$ cat config.mk
export PLATFORM = sky130hd
export DESIGN_NAME = neander_x_datapath_flat
export DESIGN_NICKNAME = d
export VERILOG_FILES = /design/src/rtl/neander_x_pkg.sv /design/src/rtl/neander_x_datapath_if.sv /design/src/rtl/neander_x_alu.sv /design/src/rtl/neander_x_datapath.sv /design/src/flat_wrapper.sv
export SDC_FILE = /design/constraint.sdc
export NUM_CORES = 1
export LEC_CHECK = 0
export CORE_ASPECT_RATIO = 0.5
export CORE_MARGIN = 2
export CORE_UTILIZATION = 55
export CTS_CLUSTER_DIAMETER = 150
export DETAILED_ROUTE_END_ITERATION = 12
export DONT_BUFFER_PORTS = 1
export PLACE_DENSITY_LB_ADDON = 0.3
export SLEW_MARGIN = 40
export SYNTH_ARGS = -nofsm -noshare
export SYNTH_HDL_FRONTEND = slang
export SYNTH_SLANG_ARGS = --single-unit
$ cat constraint.sdc
create_clock -name clk -period 5.3 [get_ports clk]
set_input_delay 0.795 -clock clk [delete_from_list [all_inputs] [get_ports clk]]
set_output_delay 0.795 -clock clk [all_outputs]
set_load 0.005 [all_outputs]
$ cat src/rtl/neander_x_pkg.sv
// Shared NEANDER-X definitions: opcodes, stack sub-opcodes, datapath selector enums
// and the default stack pointer reset value.
package neander_x_pkg;

   localparam logic [3:0] OP_STA   = 4'h1;
   localparam logic [3:0] OP_LDA   = 4'h2;
   localparam logic [3:0] OP_ADD   = 4'h3;
   localparam logic [3:0] OP_OR    = 4'h4;
   localparam logic [3:0] OP_AND   = 4'h5;
   localparam logic [3:0] OP_NOT   = 4'h6;
   localparam logic [3:0] OP_STACK = 4'h7;
   localparam logic [3:0] OP_JMP   = 4'h8;
   localparam logic [3:0] OP_JN    = 4'h9;
   localparam logic [3:0] OP_JZ    = 4'hA;
   localparam logic [3:0] OP_JNZ   = 4'hB;
   localparam logic [3:0] OP_IN    = 4'hC;
   localparam logic [3:0] OP_OUT   = 4'hD;
   localparam logic [3:0] OP_LDI   = 4'hE;
   localparam logic [3:0] OP_HLT   = 4'hF;

   localparam logic [3:0] SUB_PUSH = 4'h0;
   localparam logic [3:0] SUB_POP  = 4'h1;
   localparam logic [3:0] SUB_CALL = 4'h2;
   localparam logic [3:0] SUB_RET  = 4'h3;

   typedef enum logic [1:0] {
      ADDR_RDM = 2'b00,
      ADDR_PC  = 2'b01,
      ADDR_SP  = 2'b10,
      ADDR_PC2 = 2'b11
   } addr_sel_t;

   typedef enum logic [1:0] {
      ALU_ADD = 2'b00,
      ALU_AND = 2'b01,
      ALU_OR  = 2'b10,
      ALU_NOT = 2'b11
   } alu_op_t;

   localparam logic [7:0] SP_RESET_DEFAULT = 8'h00;

endpackage

$ cat src/rtl/neander_x_datapath_if.sv
// Unified memory and I/O port bundle between the NEANDER-X datapath and its memory/IO side.
interface neander_x_datapath_if;
   logic [7:0] mem_addr;
   logic [7:0] mem_wdata;
   logic       mem_we;
   logic       mem_re;
   logic [7:0] mem_rdata;
   logic [7:0] io_in;
   logic [7:0] io_addr;
   logic [7:0] io_out;
   logic       io_out_valid;

   modport master (
      output mem_addr, mem_wdata, mem_we, mem_re, io_addr, io_out, io_out_valid,
      input  mem_rdata, io_in
   );

   modport slave (
      input  mem_addr, mem_wdata, mem_we, mem_re, io_addr, io_out, io_out_valid,
      output mem_rdata, io_in
   );
endinterface

$ cat src/rtl/neander_x_alu.sv
// Combinational 8-bit ALU; ADD drops the carry, NOT ignores operand B.
module neander_x_alu
   import neander_x_pkg::*;
(
   input  logic [7:0] a,
   input  logic [7:0] b,
   input  alu_op_t    alu_op,
   output logic [7:0] y
);

   always_comb begin
      y = a + b;
      case (alu_op)
         ALU_ADD: y = a + b;
         ALU_AND: y = a & b;
         ALU_OR:  y = a | b;
         ALU_NOT: y = ~a;
         default: y = a + b;
      endcase
   end

endmodule

$ cat src/rtl/neander_x_datapath.sv
// NEANDER-X register-transfer datapath: executes the control FSM strobes each cycle
// and feeds opcode/flags back to it.
module neander_x_datapath
   import neander_x_pkg::*;
#(
   parameter logic [7:0] SP_RESET = SP_RESET_DEFAULT
) (
   input  logic       clk,
   input  logic       reset,
   input  logic       mem_read,
   input  logic       mem_write,
   input  logic       pc_inc,
   input  logic       pc_load,
   input  logic       ac_load,
   input  logic       ri_load,
   input  logic       rem_load,
   input  logic       rdm_load,
   input  logic       nz_load,
   input  logic       io_write,
   input  logic       sp_inc,
   input  logic       sp_dec,
   input  logic       mem_data_sel,
   input  logic [1:0] addr_sel,
   input  logic [1:0] alu_op,
   output logic [3:0] opcode,
   output logic [3:0] sub_opcode,
   output logic       flagN,
   output logic       flagZ,
   neander_x_datapath_if.master bus
);

   logic [7:0] pc, ac, sp, rem, rdm, ri;
   logic [7:0] io_out_q;
   logic       io_vld_q;
   logic [7:0] alu_y, ac_src, ac_next, rem_src;

   neander_x_alu u_alu (
      .a      (ac),
      .b      (bus.mem_rdata),
      .alu_op (alu_op_t'(alu_op)),
      .y      (alu_y)
   );

   assign opcode     = ri[7:4];
   assign sub_opcode = ri[3:0];

   assign bus.mem_addr     = rem;
   assign bus.mem_wdata    = mem_data_sel ? pc : ac;
   assign bus.mem_we       = mem_write;
   assign bus.mem_re       = mem_read;
   assign bus.io_addr      = rdm;
   assign bus.io_out       = io_out_q;
   assign bus.io_out_valid = io_vld_q;

   // Loads, POP and IN bypass the ALU; everything else takes the ALU result.
   always_comb begin
      ac_src = alu_y;
      case (opcode)
         OP_LDA, OP_LDI, OP_STACK: ac_src = bus.mem_rdata;
         OP_IN:                    ac_src = bus.io_in;
         default:                  ac_src = alu_y;
      endcase
      ac_next = ac_load ? ac_src : ac;
   end

   always_comb begin
      rem_src = pc;
      case (addr_sel_t'(addr_sel))
         ADDR_RDM: rem_src = rdm;
         ADDR_SP:  rem_src = sp;
         default:  rem_src = pc;
      endcase
   end

   always_ff @(posedge clk) begin
      if (reset) begin
         pc       <= 8'h00;
         ac       <= 8'h00;
         sp       <= SP_RESET;
         rem      <= 8'h00;
         rdm      <= 8'h00;
         ri       <= 8'h00;
         flagN    <= 1'b0;
         flagZ    <= 1'b0;
         io_out_q <= 8'h00;
         io_vld_q <= 1'b0;
      end else begin
         if (rem_load) rem <= rem_src;
         if (rdm_load) rdm <= bus.mem_rdata;
         if (ri_load)  ri  <= rdm;

         if (pc_load)     pc <= rdm;
         else if (pc_inc) pc <= pc + 8'd1;

         // Opposing SP strobes cancel out.
         if (sp_inc && !sp_dec)      sp <= sp + 8'd1;
         else if (sp_dec && !sp_inc) sp <= sp - 8'd1;

         ac <= ac_next;
         if (nz_load) begin
            flagN <= ac_next[7];
            flagZ <= (ac_next == 8'h00);
         end

         io_vld_q <= io_write;
         if (io_write) io_out_q <= ac;
      end
   end

endmodule
$ cat src/flat_wrapper.sv
// flat-port wrapper written by rule: the top's interface ports become plain ports
module neander_x_datapath_flat import neander_x_pkg::*;
#(
   parameter logic [7:0] SP_RESET = SP_RESET_DEFAULT
)
  (clk, reset, mem_read, mem_write, pc_inc, pc_load, ac_load, ri_load, rem_load, rdm_load, nz_load, io_write, sp_inc, sp_dec, mem_data_sel, addr_sel, alu_op, opcode, sub_opcode, flagN, flagZ, bus_mem_addr, bus_mem_wdata, bus_mem_we, bus_mem_re, bus_io_addr, bus_io_out, bus_io_out_valid, bus_mem_rdata, bus_io_in);
  neander_x_datapath_if bus_i ();
  input  logic clk;
  input  logic reset;
  input  logic mem_read;
  input  logic mem_write;
  input  logic pc_inc;
  input  logic pc_load;
  input  logic ac_load;
  input  logic ri_load;
  input  logic rem_load;
  input  logic rdm_load;
  input  logic nz_load;
  input  logic io_write;
  input  logic sp_inc;
  input  logic sp_dec;
  input  logic mem_data_sel;
  input  logic [1:0] addr_sel;
  input  logic [1:0] alu_op;
  output logic [3:0] opcode;
  output logic [3:0] sub_opcode;
  output logic flagN;
  output logic flagZ;
  output wire logic [$bits(bus_i.mem_addr)-1:0] bus_mem_addr;
  output wire logic [$bits(bus_i.mem_wdata)-1:0] bus_mem_wdata;
  output wire logic [$bits(bus_i.mem_we)-1:0] bus_mem_we;
  output wire logic [$bits(bus_i.mem_re)-1:0] bus_mem_re;
  output wire logic [$bits(bus_i.io_addr)-1:0] bus_io_addr;
  output wire logic [$bits(bus_i.io_out)-1:0] bus_io_out;
  output wire logic [$bits(bus_i.io_out_valid)-1:0] bus_io_out_valid;
  input wire logic [$bits(bus_i.mem_rdata)-1:0] bus_mem_rdata;
  input wire logic [$bits(bus_i.io_in)-1:0] bus_io_in;
  assign bus_mem_addr = bus_i.mem_addr;
  assign bus_mem_wdata = bus_i.mem_wdata;
  assign bus_mem_we = bus_i.mem_we;
  assign bus_mem_re = bus_i.mem_re;
  assign bus_io_addr = bus_i.io_addr;
  assign bus_io_out = bus_i.io_out;
  assign bus_io_out_valid = bus_i.io_out_valid;
  assign bus_i.mem_rdata = bus_mem_rdata;
  assign bus_i.io_in = bus_io_in;
  neander_x_datapath #(.SP_RESET(SP_RESET)) u_core (.clk(clk), .reset(reset), .mem_read(mem_read), .mem_write(mem_write), .pc_inc(pc_inc), .pc_load(pc_load), .ac_load(ac_load), .ri_load(ri_load), .rem_load(rem_load), .rdm_load(rdm_load), .nz_load(nz_load), .io_write(io_write), .sp_inc(sp_inc), .sp_dec(sp_dec), .mem_data_sel(mem_data_sel), .addr_sel(addr_sel), .alu_op(alu_op), .opcode(opcode), .sub_opcode(sub_opcode), .flagN(flagN), .flagZ(flagZ), .bus(bus_i));
endmodule
# After elaboration in Yosys (flattened, before gate mapping)

Index checks and enable logic that the tools add are counted.

Register bits: 59
Input bits: 35

$add $sub $neg: 4
Equality and inequality tests: 8
Muxes and demuxes: 9
Bitwise logic cells: 3
Reductions and logical operators: 10

Operators by type and width:

| kind                                                 | count |
|---|---|
| 2-to-1 mux 8 bit                                     | 6 |
| case mux 8 bit (2 select lines)                      | 2 |
| case mux 8 bit (4 select lines)                      | 1 |
| adder 8 x 1 -> 8 bit (second input constant)         | 2 |
| adder 8 bit                                          | 1 |
| bitwise AND 8 bit                                    | 1 |
| equality test 4 bit (second input constant)          | 2 |
| zero test 8 bit                                      | 1 |
| inverter 8 bit                                       | 1 |
| bitwise OR 8 bit                                     | 1 |
| subtractor 8 x 1 -> 8 bit (second input constant)    | 1 |
| equality test 2 bit (second input constant)          | 3 |
| equality test 4 x 2 -> 1 bit (second input constant) | 1 |
| equality test 4 x 3 -> 1 bit (second input constant) | 1 |
| zero test 2 bit                                      | 2 |
| nonzero test 2 bit                                   | 2 |
| OR reduction 3 bit                                   | 1 |
| equality test 2 x 1 -> 1 bit (second input constant) | 1 |
| logical AND 1 bit                                    | 2 |
| zero test 1 bit                                      | 2 |

# Logic depth before layout (Yosys ltp)

Gate-level depths: netlist of the first run.

Depth after elaboration: 5
Gate-level depth with buffers: 10
Gate-level depth less buffers: 10

# By module

A second synthesis of the first run with hierarchy kept.

Cell total of the unflattened synthesis: 437
Area total of the unflattened synthesis: 3779.9 µm²

Modules (own cells, without submodules):

| module             | instances | cells each | area each (µm²) |
|---|---|---|---|
| neander_x_datapath | 1         | 353        | 3088.0 |
| neander_x_alu      | 1         | 84         | 691.9 |

# Least setup slack after synthesis of the first run

OpenSTA, ideal clock, no wires.

Kind: in2reg
From: in sp_dec
To: reg u_core.sp[7]
Setup time: 0.070 ns
Data arrival time: 2.741 ns
Required time: 5.230 ns
Slack: 2.489 ns
Stages: 10
Cells stage by stage: inv_1 -> ha_1 -> inv_1 -> ha_1 -> a21o_1 -> a211o_1 -> a2111oi_0 -> o21ai_1 -> a21o_1 -> a21oi_1

Cells in the longest elaborated chain, start to end: 3
Elaborated cells between the ends (all ways): 5

Ends and longest elaborated chain:

| item                                                   | line                     | source |
|---|---|---|
| from (decl)                                            | flat_wrapper.sv:21       | `input logic sp_dec;` |
| zero test 1 bit                                        | neander_x_datapath.sv:96 | `if (sp_inc && !sp_dec) sp <= sp + 8'd1;` |
| logical AND 1 bit                                      | neander_x_datapath.sv:96 |  |
| 2-to-1 mux 8 bit or nonzero test 2 bit (tied branches) | --                       |  |
| to (signal assigned)                                   | neander_x_datapath.sv:96 |  |
| to (signal assigned)                                   | neander_x_datapath.sv:97 | `else if (sp_dec && !sp_inc) sp <= sp - 8'd1;` |
| to (decl)                                              | neander_x_datapath.sv:32 | `logic [7:0] pc, ac, sp, rem, rdm, ri;` |

Parallel ways exist; a longest one is shown, timed or not.
A chain may end at the register's enable or synchronous reset.

# Worst setup path in the final report of the first run

Same ends and word-level chain as after synthesis.

==> metrics.yaml, run 1 <==
sta:
  rsz0062_at_grt: "no"
  max_clock_freq_mhz: 365.4
  slew_headroom_pct: 43.72
  hold_viol: 0
  tightest_slew_ps: 838.5
  min_period_over_period_pct: 51.64
  slew_violations: 0
  setup_ws_ps: 2563
  clock_skew_ps: 3.992
  fin_tns_setup_ps: 0
  fin_crit_ps: 2737
  setup_viol: 0
synth:
  ys.warnings.count: 0
  seq_area_frac_synth_pct: 32.01
  synthTopCellsByArea: "dfxtp_1 (32%), mux2i_1 (14%), ha_1 (8.1%)"
  syn-num-nets: 500
  ys_ff_latch: 59
  syn_inst: 439
  ys_types: 57
  synth_edf_count: 0
  synth_top_area_share_pct: 32.01
  yosysTopAreaCell: "dfxtp_1"
  syn_area_per_cell_um2: 8.405
  async_flop_share_pct: 0
  synth-main-ff-cell: "dfxtp_1"
  synth_area_um2: 3690
pwr:
  power_density_nw_per_um2: 356.2
  combPwrFrac_pct: 19.5
  p_switching_mw: 0.3855
  power.ir.vdd_worst_v: 0.0001658
  p_leak_nw: 1.736
  power.internal_mw: 1.054
  swShare_pct: 26.77
  power_frac_clock_pct: 43.8
  total_power_mw: 1.440
  seq_power_share_pct: 36.7
clock_network:
  clk_pin_slew_ps: 50
  cts.sinks: 59
  post_cts.repair.setup_buffers: 0
  post_cts_resized: 0
  htreeDepth: 3
  numCtsBuffers: 9
  hold_buffers: 0
  clockBufferDepth: 2
  root_buffer: "clkbuf_16"
  cts_tree: "done"
  clock_latency_ps: 320
final_layout:
  final_cells: 524
  mostFrequentLayoutCells: "nor2_1 (78), dfxtp_1 (59), mux2i_1 (51)"
  area_growth_pct: 9.563
  final_common_cell: "nor2_1"
  layout-drive-gt1-share_pct: 7.639
  diodes: 0
  final_core_util_pct: 61.30
  final_nets: 489
  fillerInstances: 581
global_routing:
  grt_usage_pct: 25.08
  overflow: 0
  grt_max_degree: 62
  grtUsageMet1_pct: 32.13
  antenna_found_initial: 0
  first_global_vias: 2706
  grt_util_met3_pct: 7.664
  busiest_layer: "met2"
  grtUsageMet2_pct: 43.18
  grt_pass1_wl_um: 14080
flow_run:
  drv_cap: 0
floorplan:
  die_height_um: 61.92
  design.die.area_um2: 7420
  num_io_pins: 80
  die_w_um: 119.8
  coreArea_um2: 6595
  num_rows: 21
  start_util_pct: 55.95
worst_setup_path:
  slowest_stage: "a2111oi_0"
  cpPeakStageDelay_ps: 490
  arrival_ps: 2990
  critPathLaunchType: "input pin"
  cp.required_ps: 5560
  crit_path_cell_trace: "inv_1 -> ha_1 -> inv_1 -> ha_1 -> a21o_1 -> a211o_1 -> a2111oi_0 -> o21ai_1 -> a21o_1 -> a21oi_1"
  cp-end-kind: "flop"
  cp_max_fo: 8
  crit_type: "input pin to flop"
detailed_routing:
  wl_um: 9057
  drt-initial-drc-count: 277
  vias_per_cell: 5.784
  wl_per_cell_um: 17.28
  drc: 0
  ant_nets: 0
  vias: 3031
  first_pass_iters: 5
worst_hold_path:
  hp-class: "flop to flop"
outcome:
  status: "finished clean"
placement:
  gp_congestion: 0.8607
  hpwl_um: 6549
  dp_slack_ps: 2283
  io_buffers: 0
  dpl.cell_count: 509
[through the flow]
stage	instance area, um2	hold slack, ps
3_5_place_dp	3716	474.8
6_report	4043	484.3
3_3_place_gp	3716	482.3
2_1_floorplan	3690	442.6
4_1_cts	4043	487.0
5_1_grt	4043	511.4
[worst max-delay path, delay by kind of cell]
kind,cells,cell delay [ps]
compound gates,6,1510
fa+ha+maj,2,460
buf+inv,2,240
[cell families (layout without fill, tap and decap cells)]
group                      count (synthesis)  in the layout  synth area share (%)
AOI/OAI and AO/OA                         91             91                 16.68
xor gates and xnor gates                  15             15                 3.561
adders and majority gates                 26             26                 9.224
buffers and inverters                     52             45                 5.561
DFF                                       59             59                 32.01
muxes                                     55             55                 15.77
and+or+nand+nor                          141            141                 17.19
[cell type report]
type | instances | area, um2 | share of cell area [%]
clock inverter | 4 | 73.82 | 1.826
sequential | 59 | 1181 | 29.22
clock buffer | 11 | 252.7 | 6.252
timing repair buffer | 1 | 7.507 | 0.1857
inverter | 29 | 108.9 | 2.693
multi-input combinational | 328 | 2303 | 56.98
tap | 92 | 115.1 | 2.847
[power groups by stage]
stage / registers (mW) / logic [mW] / clock network (mW)
6_report: 0.529 / 0.280 / 0.631
5_1_grt: 0.534 / 0.319 / 0.663
4_1_cts: 0.529 / 0.278 / 0.642
3_5_place_dp: 0.538 / 0.276 / 0
3_3_place_gp: 0.537 / 0.270 / 0
2_1_floorplan: 0.521 / 0.256 / 0
[routing by layer]
metal	part of all wire, %	vias to the layer above
met3	5.2	4
met4	0.41	0
li1	-	1511
met2	47	81
met1	47	1435
met5	0	-
[flip-flops by register name, summed over array words and instances, names as in the netlist, 8 cells and up]
register and cells:
u_core.sp 8, u_core.bus.io_addr 8, u_core.bus.io_out 8, u_core.ri 8, u_core.bus.mem_addr 8, u_core.pc 8
u_core.ac 8
[cells in the mapped netlist, types with 2 or more instances]
master / count
a21o_1: 4
inv_2: 2
o21ai_0: 20
nor3_1: 2
dfxtp_1: 59
xnor2_1: 6
nand4_1: 5
nand2_1: 28
o221ai_1: 3
nand3_1: 4
o31ai_1: 2
fa_1: 2
xor2_1: 9
mux2i_1: 51
o22ai_1: 3
mux4_2: 2
o2111ai_1: 2
clkbuf_1: 18
a21oi_1: 26
nor2b_1: 3
buf_2: 2
ha_1: 24
nand2b_1: 3
or4_1: 2
nor2_1: 78
inv_1: 27
buf_4: 2
o32a_1: 2
o21bai_1: 2
nor4bb_1: 2
nand3b_1: 2
or2_2: 5
a211o_1: 2
a211oi_1: 6
o21ai_1: 5
a2bb2oi_1: 2
nor3b_1: 2
[path summary, 6_finish.rpt]
check | from | endpoint | slack (ps) | depth (start not counted)
max | sp_dec | u_core.sp[7] | 2560 | 10
min | u_core.flagZ | u_core.flagZ | 480 | 2
max reg2reg | u_core.ac[1] | u_core.flagZ | 2860 | 8
min reg2reg | u_core.flagZ | u_core.flagZ | 480 | 2
Power figures use the tool's default switching activity.
==> run 2, diff against run 1 <==
- clock period: 5.3 -> 2.7 ns (I/O delays scaled with it)
==> metrics.yaml, run 2 (synthesis results as in run 1) <==
outcome:
  status: "finished clean"
floorplan:
  num_rows: 21
  die_w_um: 119.8
  die_height_um: 61.92
  num_io_pins: 80
  design.die.area_um2: 7420
  start_util_pct: 55.95
  coreArea_um2: 6595
placement:
  hpwl_um: 6892
  dp_slack_ps: 141.5
  io_buffers: 0
  dpl.cell_count: 512
  gp_congestion: 0.8732
worst_setup_path:
  worstSetupStartpoint: "u_core.ac[4]"
  crit_type: "flop to flop"
  rrSetupSlack_ps: 250
  cp-end-kind: "flop"
  slowest_stage: "or4b_4"
  critPathLaunchType: "flop"
  worstSetupEndpoint: "u_core.flagN"
  worstReg2RegStart: "u_core.ac[4]"
  cp_max_fo: 7
  r2r_end: "u_core.flagN"
  crit_path_cell_trace: "inv_1 -> ha_1 -> inv_2 -> or4b_4 -> a2111oi_4 -> a211oi_2 -> mux2_4 -> nor2_2"
  cpPeakStageDelay_ps: 570
  reg2reg_depth: 8
  arrival_ps: 2710
  cp.required_ps: 2960
clock_network:
  post_cts.repair.setup_buffers: 0
  numCtsBuffers: 9
  cts.sinks: 59
  clockBufferDepth: 2
  cts_tree: "done"
  clock_latency_ps: 320
  hold_buffers: 0
  htreeDepth: 3
  root_buffer: "clkbuf_16"
  post_cts_resized: 0
  clk_pin_slew_ps: 50
final_layout:
  final_cells: 528
  seq_area_um2: 1181
  final_common_cell: "nor2_1"
  final_nets: 492
  diodes: 0
  area_growth_pct: 8.715
  layout-drive-gt1-share_pct: 8.028
  fillerInstances: 590
  multiInputGateArea_um2: 2303
  mostFrequentLayoutCells: "nor2_1 (78), dfxtp_1 (59), mux2i_1 (51)"
global_routing:
  overflow: 0
  grt_usage_pct: 25.99
  antenna_found_initial: 0
  grt_pass1_wl_um: 14550
  first_global_vias: 2859
  grt_max_degree: 62
sta:
  hold_viol: 0
  tightest_slew_ps: 512.6
  min_period_over_period_pct: 90.65
  setup_viol: 0
  clock_skew_ps: 5.247
  slew_violations: 0
  rsz0062_at_grt: "no"
  fin_crit_ps: 2447
  max_clock_freq_mhz: 408.6
  slew_headroom_pct: 64.94
  whs_ps: 150.1
  setup_ws_ps: 252.5
  fin_tns_setup_ps: 0
detailed_routing:
  vias_per_cell: 5.951
  drt-initial-drc-count: 272
  wl_um: 9403
  ant_nets: 0
  vias: 3142
  wl_per_cell_um: 17.81
  first_pass_iters: 5
  drc: 0
pwr:
  power.ir.vdd_worst_v: 0.0003284
  p_leak_nw: 1.722
  power_density_nw_per_um2: 655.6
flow_run:
  drv_cap: 0
worst_hold_path:
  hp-class: "input pin to flop"
[run 2: cell types whose count changed in the layout (fill, tap and decap cells not counted)]
cell        delta
clkinvlp_4     +1
clkinv_2       +1
bufinv_16      -2
clkbuf_1       +2
buf_4          +3
clkbuf_8       -1
[run 2: final cells by class]
| cell class | instances | area share (%) |
|---|---|---|
| sequential | 59 | 29.44 |
| clock buffer | 12 | 6.145 |
| multi-input combinational | 328 | 57.42 |
| timing repair buffer | 4 | 0.7486 |
| clock inverter | 4 | 0.6550 |
| tap | 92 | 2.870 |
| inverter | 29 | 2.714 |
[run 2: worst max-delay path: cells and delay by family (launching register included)]
family          cells  cell delay [ps]
compound gates      2              430
fa+ha+maj           1              440
buf+inv             2              170
flops               1              430
mux                 1              270
simple gates        2              640
[run 2: metal layers]
layer / routed length (um) / GRT usage (%) / vias to the layer above / part of all wire (%)
li1: - / - / 1518 / -
met1: 4138 / 32.41 / 1498 / 44
met2: 4452 / 44.82 / 106 / 47
met3: 622 / 7.117 / 20 / 6.6
met4: 190 / 9.580 / 0 / 2.0
met5: 0 / 0 / - / 0
[run 2: power breakdown]
part / total (mW) / internal, mW / switching [mW]
logic: 0.559 / 0.273 / 0.286
registers: 1.04 / 0.948 / 0.0869
clock network: 1.04 / 0.644 / 0.392
total: 2.63 / 1.86 / 0.765
[run 2: worst min-delay path by stage]
stage / start / endpoint / slack, ps / depth (start not counted)
6_report: reset / u_core.ri[1] / 150 / 1
5_1_grt: reset / u_core.ri[1] / 130 / 1
4_1_cts: reset / u_core.sp[7] / 140 / 1
3_5_place_dp: reset / u_core.flagN / 480 / 1
3_3_place_gp: reset / u_core.flagN / 480 / 1
2_1_floorplan: u_core.flagZ / u_core.flagZ / 440 / 2
[run 2: through the flow]
step | utilization [%] | power, mW | area (um2)
4_1_cts | 60.82 | 2.640 | 4011
3_3_place_gp | 56.69 | 1.589 | 3739
6_report | 60.82 | 2.630 | 4011
2_1_floorplan | - | 1.525 | 3690
3_5_place_dp | 56.69 | 1.607 | 3739
5_1_grt | 60.82 | 2.773 | 4011
==> run 3, diff against run 2 <==
- TNS_END_PERCENT: default -> 5
==> results of run 3 <==
No change in the layout: final DEF, timing and power equal those of run 2.
